===== config.mk =====
export PLATFORM = sky130hd
export DESIGN_NAME = bsg_cache_nb_dma_engine
export DESIGN_NICKNAME = d
export VERILOG_FILES = /design/src/rtl/bsg_cache_nb_dma_engine.sv
export SDC_FILE = /design/constraint.sdc
export NUM_CORES = 1
export LEC_CHECK = 0
export CORE_AREA = 4 4 144 77
export DETAILED_ROUTE_END_ITERATION = 10
export DIE_AREA = 0 0 148 81
export PLACE_DENSITY = 0.85
export REMOVE_ABC_BUFFERS = 1
export SYNTH_ARGS = -nofsm -noshare
export SYNTH_HDL_FRONTEND = slang
export SYNTH_SLANG_ARGS = --single-unit

===== constraint.sdc =====
create_clock -name clk_i -period 3.2 [get_ports clk_i]
set_clock_uncertainty 0.2 [all_clocks]
set_input_delay 0.64 -clock clk_i [delete_from_list [all_inputs] [get_ports clk_i]]
set_output_delay 0.64 -clock clk_i [all_outputs]
set_load 0.1 [all_outputs]

===== src/rtl/bsg_cache_nb_dma_engine.sv =====
`default_nettype none
// ============================================================================
// Module  : bsg_cache_nb_dma_engine
// Brief   : DMA responder for the non-blocking cache miss handler. It issues
//           memory request packets, streams evicted words out of the data
//           mem, and writes refill words into it. Each completed phase is
//           reported with a one-cycle dma_done_o pulse.
// Revision: 1.0 - initial release
// ============================================================================
module bsg_cache_nb_dma_engine #(
  parameter int addr_width_p          = 32,
  parameter int word_width_p          = 32,
  parameter int block_size_in_words_p = 4,
  parameter int sets_p                = 8,
  parameter int ways_p                = 4,
  localparam int lg_sets_lp                = (sets_p == 1) ? 1 : $clog2(sets_p),
  localparam int lg_ways_lp                = (ways_p == 1) ? 1 : $clog2(ways_p),
  localparam int lg_block_size_in_words_lp = $clog2(block_size_in_words_p),
  localparam int dmem_addr_width_lp        = lg_sets_lp + lg_ways_lp + lg_block_size_in_words_lp
) (
  input  logic                          clk_i,
  input  logic                          reset_n_i,

  input  logic [2:0]                    dma_cmd_i,
  input  logic [addr_width_p-1:0]       dma_addr_i,
  input  logic [lg_ways_lp-1:0]         dma_way_i,
  input  logic                          write_fill_data_in_progress_i,
  output logic                          dma_done_o,

  output logic                          dma_pkt_v_o,
  input  logic                          dma_pkt_yumi_i,
  output logic                          dma_pkt_write_not_read_o,
  output logic [addr_width_p-1:0]       dma_pkt_addr_o,

  input  logic [word_width_p-1:0]       dma_data_i,
  input  logic                          dma_data_v_i,
  output logic                          dma_data_ready_and_o,

  output logic [word_width_p-1:0]       dma_data_o,
  output logic                          dma_data_v_o,
  input  logic                          dma_data_yumi_i,

  output logic                          data_mem_v_o,
  output logic                          data_mem_w_o,
  output logic [dmem_addr_width_lp-1:0] data_mem_addr_o,
  output logic [word_width_p-1:0]       data_mem_data_o,
  input  logic [word_width_p-1:0]       data_mem_data_i,

  output logic                          busy_o
);

  // Command encoding shared with the miss handler; other codes are ignored.
  localparam logic [2:0] e_dma_nop              = 3'd0;
  localparam logic [2:0] e_dma_send_refill_addr = 3'd1;
  localparam logic [2:0] e_dma_send_evict_addr  = 3'd2;

  localparam int byte_offset_lp  = $clog2(word_width_p / 8);
  localparam int block_offset_lp = byte_offset_lp + lg_block_size_in_words_lp;

  localparam logic [addr_width_p-1:0] block_mask_lp =
    {{(addr_width_p - block_offset_lp){1'b1}}, {block_offset_lp{1'b0}}};

  localparam logic [lg_block_size_in_words_lp-1:0] cnt_one_lp  = lg_block_size_in_words_lp'(1);
  localparam logic [lg_block_size_in_words_lp-1:0] cnt_last_lp =
    lg_block_size_in_words_lp'(block_size_in_words_p - 1);

  typedef enum logic [2:0] {
    S_IDLE       = 3'd0,
    S_REFILL_REQ = 3'd1,
    S_EVICT_REQ  = 3'd2,
    S_EVICT_READ = 3'd3,
    S_EVICT_SEND = 3'd4
  } state_e;

  state_e                                 state_q;
  logic                                   refill_pending_q;
  logic [addr_width_p-1:0]                addr_q;
  logic [lg_sets_lp-1:0]                  refill_idx_q;
  logic [lg_ways_lp-1:0]                  refill_way_q;
  logic [lg_sets_lp-1:0]                  evict_idx_q;
  logic [lg_ways_lp-1:0]                  evict_way_q;
  logic [lg_block_size_in_words_lp-1:0]   refill_cnt_q;
  logic [lg_block_size_in_words_lp-1:0]   evict_cnt_q;
  logic                                   evict_first_q;
  logic [word_width_p-1:0]                evict_data_q;

  logic [lg_sets_lp-1:0] cmd_idx;
  logic                  pkt_fire;
  logic                  evict_fire;
  logic                  evict_last;
  logic                  refill_ready;
  logic                  refill_write;
  logic                  refill_last;
  logic                  evict_rd;

  assign cmd_idx      = dma_addr_i[block_offset_lp +: lg_sets_lp];
  assign pkt_fire     = dma_pkt_v_o & dma_pkt_yumi_i;
  assign evict_fire   = (state_q == S_EVICT_SEND) & dma_data_yumi_i;
  assign evict_last   = (evict_cnt_q == cnt_last_lp);
  assign evict_rd     = (state_q == S_EVICT_READ);

  // Refill words only land while the engine is idle, so an eviction in
  // flight always drains before the same set/way is overwritten.
  assign refill_ready = refill_pending_q & write_fill_data_in_progress_i & (state_q == S_IDLE);
  assign refill_write = refill_ready & dma_data_v_i;
  assign refill_last  = (refill_cnt_q == cnt_last_lp);

  assign dma_pkt_v_o              = (state_q == S_REFILL_REQ) | (state_q == S_EVICT_REQ);
  assign dma_pkt_write_not_read_o = (state_q == S_EVICT_REQ);
  assign dma_pkt_addr_o           = addr_q;

  assign dma_data_ready_and_o = refill_ready;

  // The first send cycle forwards the read data directly; later cycles use
  // the captured copy since the data mem output is free to change.
  assign dma_data_v_o = (state_q == S_EVICT_SEND);
  assign dma_data_o   = dma_data_v_o
                      ? (evict_first_q ? data_mem_data_i : evict_data_q)
                      : '0;

  assign data_mem_v_o    = evict_rd | refill_write;
  assign data_mem_w_o    = refill_write;
  assign data_mem_addr_o = refill_write ? {refill_idx_q, refill_way_q, refill_cnt_q}
                         : evict_rd     ? {evict_idx_q, evict_way_q, evict_cnt_q}
                         : '0;
  assign data_mem_data_o = refill_write ? dma_data_i : '0;

  // Completion sources live in disjoint states, so at most one fires.
  assign dma_done_o = ((state_q == S_REFILL_REQ) & pkt_fire)
                    | ((state_q == S_EVICT_REQ)  & pkt_fire)
                    | (evict_fire & evict_last)
                    | (refill_write & refill_last);

  assign busy_o = (state_q != S_IDLE) | refill_pending_q;

  // Command FSM, transfer counters and evict word capture.
  always_ff @(posedge clk_i or negedge reset_n_i) begin
    if (!reset_n_i) begin
      state_q          <= S_IDLE;
      refill_pending_q <= 1'b0;
      addr_q           <= '0;
      refill_idx_q     <= '0;
      refill_way_q     <= '0;
      evict_idx_q      <= '0;
      evict_way_q      <= '0;
      refill_cnt_q     <= '0;
      evict_cnt_q      <= '0;
      evict_first_q    <= 1'b0;
      evict_data_q     <= '0;
    end else begin
      if (refill_write) begin
        refill_cnt_q <= refill_cnt_q + cnt_one_lp;
        if (refill_last) begin
          refill_pending_q <= 1'b0;
        end
      end

      case (state_q)
        S_IDLE: begin
          if ((dma_cmd_i == e_dma_send_refill_addr) && !refill_pending_q) begin
            addr_q       <= dma_addr_i & block_mask_lp;
            refill_idx_q <= cmd_idx;
            refill_way_q <= dma_way_i;
            state_q      <= S_REFILL_REQ;
          end else if (dma_cmd_i == e_dma_send_evict_addr) begin
            addr_q      <= dma_addr_i & block_mask_lp;
            evict_idx_q <= cmd_idx;
            evict_way_q <= dma_way_i;
            state_q     <= S_EVICT_REQ;
          end else if (dma_cmd_i == e_dma_nop) begin
            state_q <= S_IDLE;
          end
        end

        S_REFILL_REQ: begin
          if (dma_pkt_yumi_i) begin
            refill_pending_q <= 1'b1;
            refill_cnt_q     <= '0;
            state_q          <= S_IDLE;
          end
        end

        S_EVICT_REQ: begin
          if (dma_pkt_yumi_i) begin
            evict_cnt_q <= '0;
            state_q     <= S_EVICT_READ;
          end
        end

        S_EVICT_READ: begin
          evict_first_q <= 1'b1;
          state_q       <= S_EVICT_SEND;
        end

        S_EVICT_SEND: begin
          evict_first_q <= 1'b0;
          if (evict_first_q) begin
            evict_data_q <= data_mem_data_i;
          end
          if (dma_data_yumi_i) begin
            evict_cnt_q <= evict_cnt_q + cnt_one_lp;
            state_q     <= evict_last ? S_IDLE : S_EVICT_READ;
          end
        end

        default: state_q <= S_IDLE;
      endcase
    end
  end

endmodule
`default_nettype wire


==> results.md, run 1 <==
- Of the available clock period, the critical path in the final layout requires 0.965.
- The clock net sink count is 79.
- Clock tree synthesis selected as its root buffer the cell sky130_fd_sc_hd__clkbuf_16.
- The pin count of the biggest net entering global routing is 58.
- Along the worst path, the maximum fanout reaches 26.
- Counting every instance in the synthesized netlist gives 334.
- The clock period could shrink to 3.09 ns.
- Sorting the synthesized cells by area gives the leading types as sky130_fd_sc_hd__dfrtp_1 (48%), sky130_fd_sc_hd__mux2_2 (11%), sky130_fd_sc_hd__mux2_4 (11%), sky130_fd_sc_hd__mux2i_1 (8.0%), sky130_fd_sc_hd__and2_1 (4.9%).
- The clock reaches the later pin of the worst-skew pair after 0.32 ns.
- The achievable clock frequency is 324 MHz.
- The initial antenna violation count is 0.
- After synthesis, the largest family of logic cells by area is multiplexers.
- The count of TritonRoute iterations in the first routing pass is 4.
- The largest vdd supply drop is 1.04 mV.
- Across every metal layer, demand over resource in global routing totals 0.196.
- The via count of the routed design is 3338.
- The final design utilization is 0.732.
- The DRC violation count after routing is 0.
- The number of levels in the clock H-tree is 3.
- The arrival time of data at the critical path endpoint is 2.25 ns.
- The area overhead of the layout relative to synthesis is 75.4%.
- The largest individual stage delay along the critical path comes from the cell sky130_fd_sc_hd__dfrtp_1.
- Of the total synthesized cell area, the portion taken by XOR and XNOR cells is 0.00212.
- The number of violations reported at the end of detailed-routing iteration 0 is 122.
- The floorplan step set the die height to 81 um.
- After clock tree synthesis, the clock-pin slew on the worst setup and hold paths is 0.06 ns.
- Dividing the detail-routed wire length by the instance count gives 17.7 um.
- Buffers placed on the I/O ports in this run total 209.
- STA classifies the critical path startpoint as a flop.
- Wires add up to 12.1 mm.
- In this run, synthesis produced a sequential element count of 79.
- The total power density per cell area is 1000 nW/um^2.
- The leakage power is 3.18 nW.
- In this run the standard cell core region covers 9890 sq um.
- The run finished with clean final reports.
- The die area is 12000 sq um.
- In this run the worst hold path is classified as input port to async pin.
- The final hold violation count is 0.
- The first global-routing pass estimated 18.6 mm of wire.
- The I/O pin count is 218.
- The number of diodes is 0.
- In the routed layout, each cell is associated on average with a via count of 4.88.
- Of the cells placed in the final design, the portion with a size suffix greater than 1 is 0.384.
- The net count of the finished layout is 649.
- The overall overflow remaining after global route is 0.
- The arithmetic-cell share of the synthesized area counting full adders, half adders and majority gates is 0.00607.
- The initial core utilization is 0.417.
- Buffers added to address setup during post-CTS repair amount to 0.
- The number of global-route vias before repair is 3603.
- The count of standard-cell rows is 26.
- TritonCTS built the clock tree.
- The congestion estimate from routability-driven global placement came to 0.859.
- The area share of the largest cell type after synthesis is 0.479.
- The layout has 671 filler cells.
- Counting along the longest clock path gives a buffer depth of 2.
- The distinct cell type count after synthesis is 41.
- The commonest non-fill, non-tap cell in the layout is sky130_fd_sc_hd__clkdlybuf4s50_1.
- The number of setup violations in the final report is 0.
- The setup slack of the critical path after layout is 0.113 ns.
- The signal on the critical path passes through inv_1 -> or3_4 -> buf_4 -> nor2_1 -> buf_12.
- The final antenna-violating net count is 0.
- The multiplexer share of the synthesized area is 0.298.
- The detailed placement HPWL is 9.54 mm.
- Max-cap violations in this run came to 0.
- The floorplan step set the die width to 148 um.
- The worst-case setup slack after placement is 0.331 ns.
- The synthesized-area fraction occupied by ao, oa, aoi and oai cells is 0.0373.
- The critical setup path kind is flop to output pin.
- Setup repair after global routing left no endpoint under its margin.
- The critical path required time is 2.36 ns.
- The largest stage delay on the critical path is 0.56 ns.
- The post-synthesis sequential area ratio is 0.479.
- The simple logic cell fraction of the synthesized area is 0.125.
- The worst setup path is captured at an output pin.
- The number of warning messages in the yosys log is 0.
- The library cells used most frequently in the layout, excluding fill and tap cells, are sky130_fd_sc_hd__clkdlybuf4s50_1 (101), sky130_fd_sc_hd__dfrtp_1 (78), sky130_fd_sc_hd__buf_12 (76).
- The total clock buffers created by CTS is 9.
- The biggest area consumer among synthesized cells is sky130_fd_sc_hd__dfrtp_1.
- The total count of max-transition violations in the final report is 0.
- At the pin with the least slew margin, the transition time is 0.705 ns.
- The mean instance size in the synthesized netlist is 12.4 sq um.
- The mapped netlist covers 4130 sq um.
- Headroom to the max-slew limit came out at 0.530.
[through the flow]
step | hold WS [ns] | instance area [sq um] | TNS (ns) | instances | total power [W]
6_report | 0.159 | 7240 | 0 | 684 | 0.00726
5_1_grt | 0.206 | 7240 | 0 | 684 | 0.00754
4_1_cts | 0.179 | 7240 | 0 | 684 | 0.00732
3_5_place_dp | 0.294 | 6960 | 0 | 669 | 0.00634
3_3_place_gp | 0.289 | 6960 | 0 | 669 | 0.00622
2_1_floorplan | 0.144 | 3940 | -38.32 | 311 | 0.00501
[cells by family (layout without fill, tap and decap cells)]
kind of cell,Yosys count,count (layout)
buf+inv,28,235
xor+xnor,1,1
simple gates,99,99
flops,79,79
fa+ha+maj,2,2
compound gates,21,21
other cells,1,4
mux,103,103
[synthesized netlist by cell type]
| library cell | instances |
|---|---|
| sky130_fd_sc_hd__nand2_1 | 6 |
| sky130_fd_sc_hd__nand2b_1 | 3 |
| sky130_fd_sc_hd__nor3_1 | 1 |
| sky130_fd_sc_hd__o211ai_1 | 2 |
| sky130_fd_sc_hd__o22ai_1 | 1 |
| sky130_fd_sc_hd__conb_1 | 1 |
| sky130_fd_sc_hd__clkinv_4 | 1 |
| sky130_fd_sc_hd__buf_6 | 2 |
| sky130_fd_sc_hd__nand3_1 | 4 |
| sky130_fd_sc_hd__ha_1 | 2 |
| sky130_fd_sc_hd__o2111ai_1 | 1 |
| sky130_fd_sc_hd__o21ai_2 | 1 |
| sky130_fd_sc_hd__nand3b_1 | 1 |
| sky130_fd_sc_hd__buf_2 | 7 |
| sky130_fd_sc_hd__nor4_2 | 1 |
| sky130_fd_sc_hd__xnor2_1 | 1 |
| sky130_fd_sc_hd__buf_1 | 3 |
| sky130_fd_sc_hd__mux2_2 | 40 |
| sky130_fd_sc_hd__nor3b_1 | 3 |
| sky130_fd_sc_hd__and2_1 | 32 |
| sky130_fd_sc_hd__or2_2 | 2 |
| sky130_fd_sc_hd__nor2_1 | 39 |
| sky130_fd_sc_hd__a21o_1 | 1 |
| sky130_fd_sc_hd__dfrtp_1 | 79 |
| sky130_fd_sc_hd__o21ai_0 | 3 |
| sky130_fd_sc_hd__mux2_4 | 30 |
| sky130_fd_sc_hd__buf_4 | 4 |
| sky130_fd_sc_hd__a21oi_1 | 2 |
| sky130_fd_sc_hd__inv_1 | 1 |
| sky130_fd_sc_hd__o21a_1 | 2 |
| sky130_fd_sc_hd__and3_1 | 1 |
| sky130_fd_sc_hd__nor2b_1 | 1 |
| sky130_fd_sc_hd__a31oi_1 | 1 |
| sky130_fd_sc_hd__buf_12 | 3 |
| sky130_fd_sc_hd__mux2i_1 | 33 |
| sky130_fd_sc_hd__buf_8 | 1 |
| sky130_fd_sc_hd__and2_4 | 1 |
| sky130_fd_sc_hd__or3_1 | 3 |
| sky130_fd_sc_hd__a22o_1 | 7 |
| sky130_fd_sc_hd__and4_1 | 1 |
| sky130_fd_sc_hd__clkbuf_1 | 6 |
[report_power, final]
group          internal, W  switching, W
Sequential         0.00145      0.000290
Combinational      0.00150       0.00308
Clock             0.000545      0.000393
[worst max-delay path: cells and delay by family (launching register included)]
kind / cells / cell delay [ns]
buf+inv: 3 / 0.65
flops: 1 / 0.56
simple gates: 2 / 0.69
[sequential cells by signal (all words and copies together) (netlist names)]
name              flops
state_q               3
evict_first_q         1
refill_idx_q          3
evict_cnt_q           2
evict_data_q         32
refill_pending_q      1
evict_way_q           2
refill_way_q          2
refill_cnt_q          2
dma_pkt_addr_o       28
evict_idx_q           3
[path summary, 6_finish.rpt]
kind | startpoint | to | slack (ns) | depth (start not counted)
setup / recovery | state_q[2]$_DFFE_PN0P_ | dma_data_o[20] | 0.11 | 5
hold / removal | reset_n_i | evict_data_q[11]$_DFFE_PN0N_ | 0.16 | 1
setup reg to reg | state_q[2]$_DFFE_PN0P_ | evict_data_q[29]$_DFFE_PN0N_ | 0.62 | 5
hold reg to reg | dma_pkt_addr_o[29]$_DFFE_PN0P_ | dma_pkt_addr_o[29]$_DFFE_PN0P_ | 0.30 | 1
max in group asynchronous | reset_n_i | evict_way_q[1]$_DFFE_PN0P_ | 1.98 | 2
min in group clk_i | dma_pkt_addr_o[29]$_DFFE_PN0P_ | dma_pkt_addr_o[29]$_DFFE_PN0P_ | 0.30 | 1
[layer usage]
metal  up-vias  GRT usage  routed length, um
li1       1562          -                  -
met1      1637      0.228               4920
met2       129      0.344               6120
met3        10     0.0803               1000
met4         0     0.0470                 94
met5         -          0                  0
[what timing repair did]
action | 4_1_cts | 5_1_grt
endpoints found under the hold margin | 0 | 0
hold buffers | 0 | 0
setup endpoints to repair | 8 | 0
resized for setup | 1 | 0
[final cells by class]
| type | count | area [sq um] | area share |
|---|---|---|---|
| Timing Repair Buffer | 218 | 2840 | 0.393 |
| Sequential cell | 79 | 1980 | 0.273 |
| Multi-Input combinational cell | 230 | 1960 | 0.270 |
| Clock buffer | 11 | 243 | 0.0335 |
| Tap cell | 140 | 175 | 0.0242 |
| Clock inverter | 4 | 31.3 | 0.00432 |
| Inverter | 2 | 12.5 | 0.00173 |
No activity file was read; power rests on OpenSTA's default activity.
==> inputs of run 2 (changes only) <==
Settings changed: HOLD_SLACK_MARGIN set to 0.05.
==> results of run 2 <==
Same layout as run 1: the final DEF is identical, and so are final timing and power.
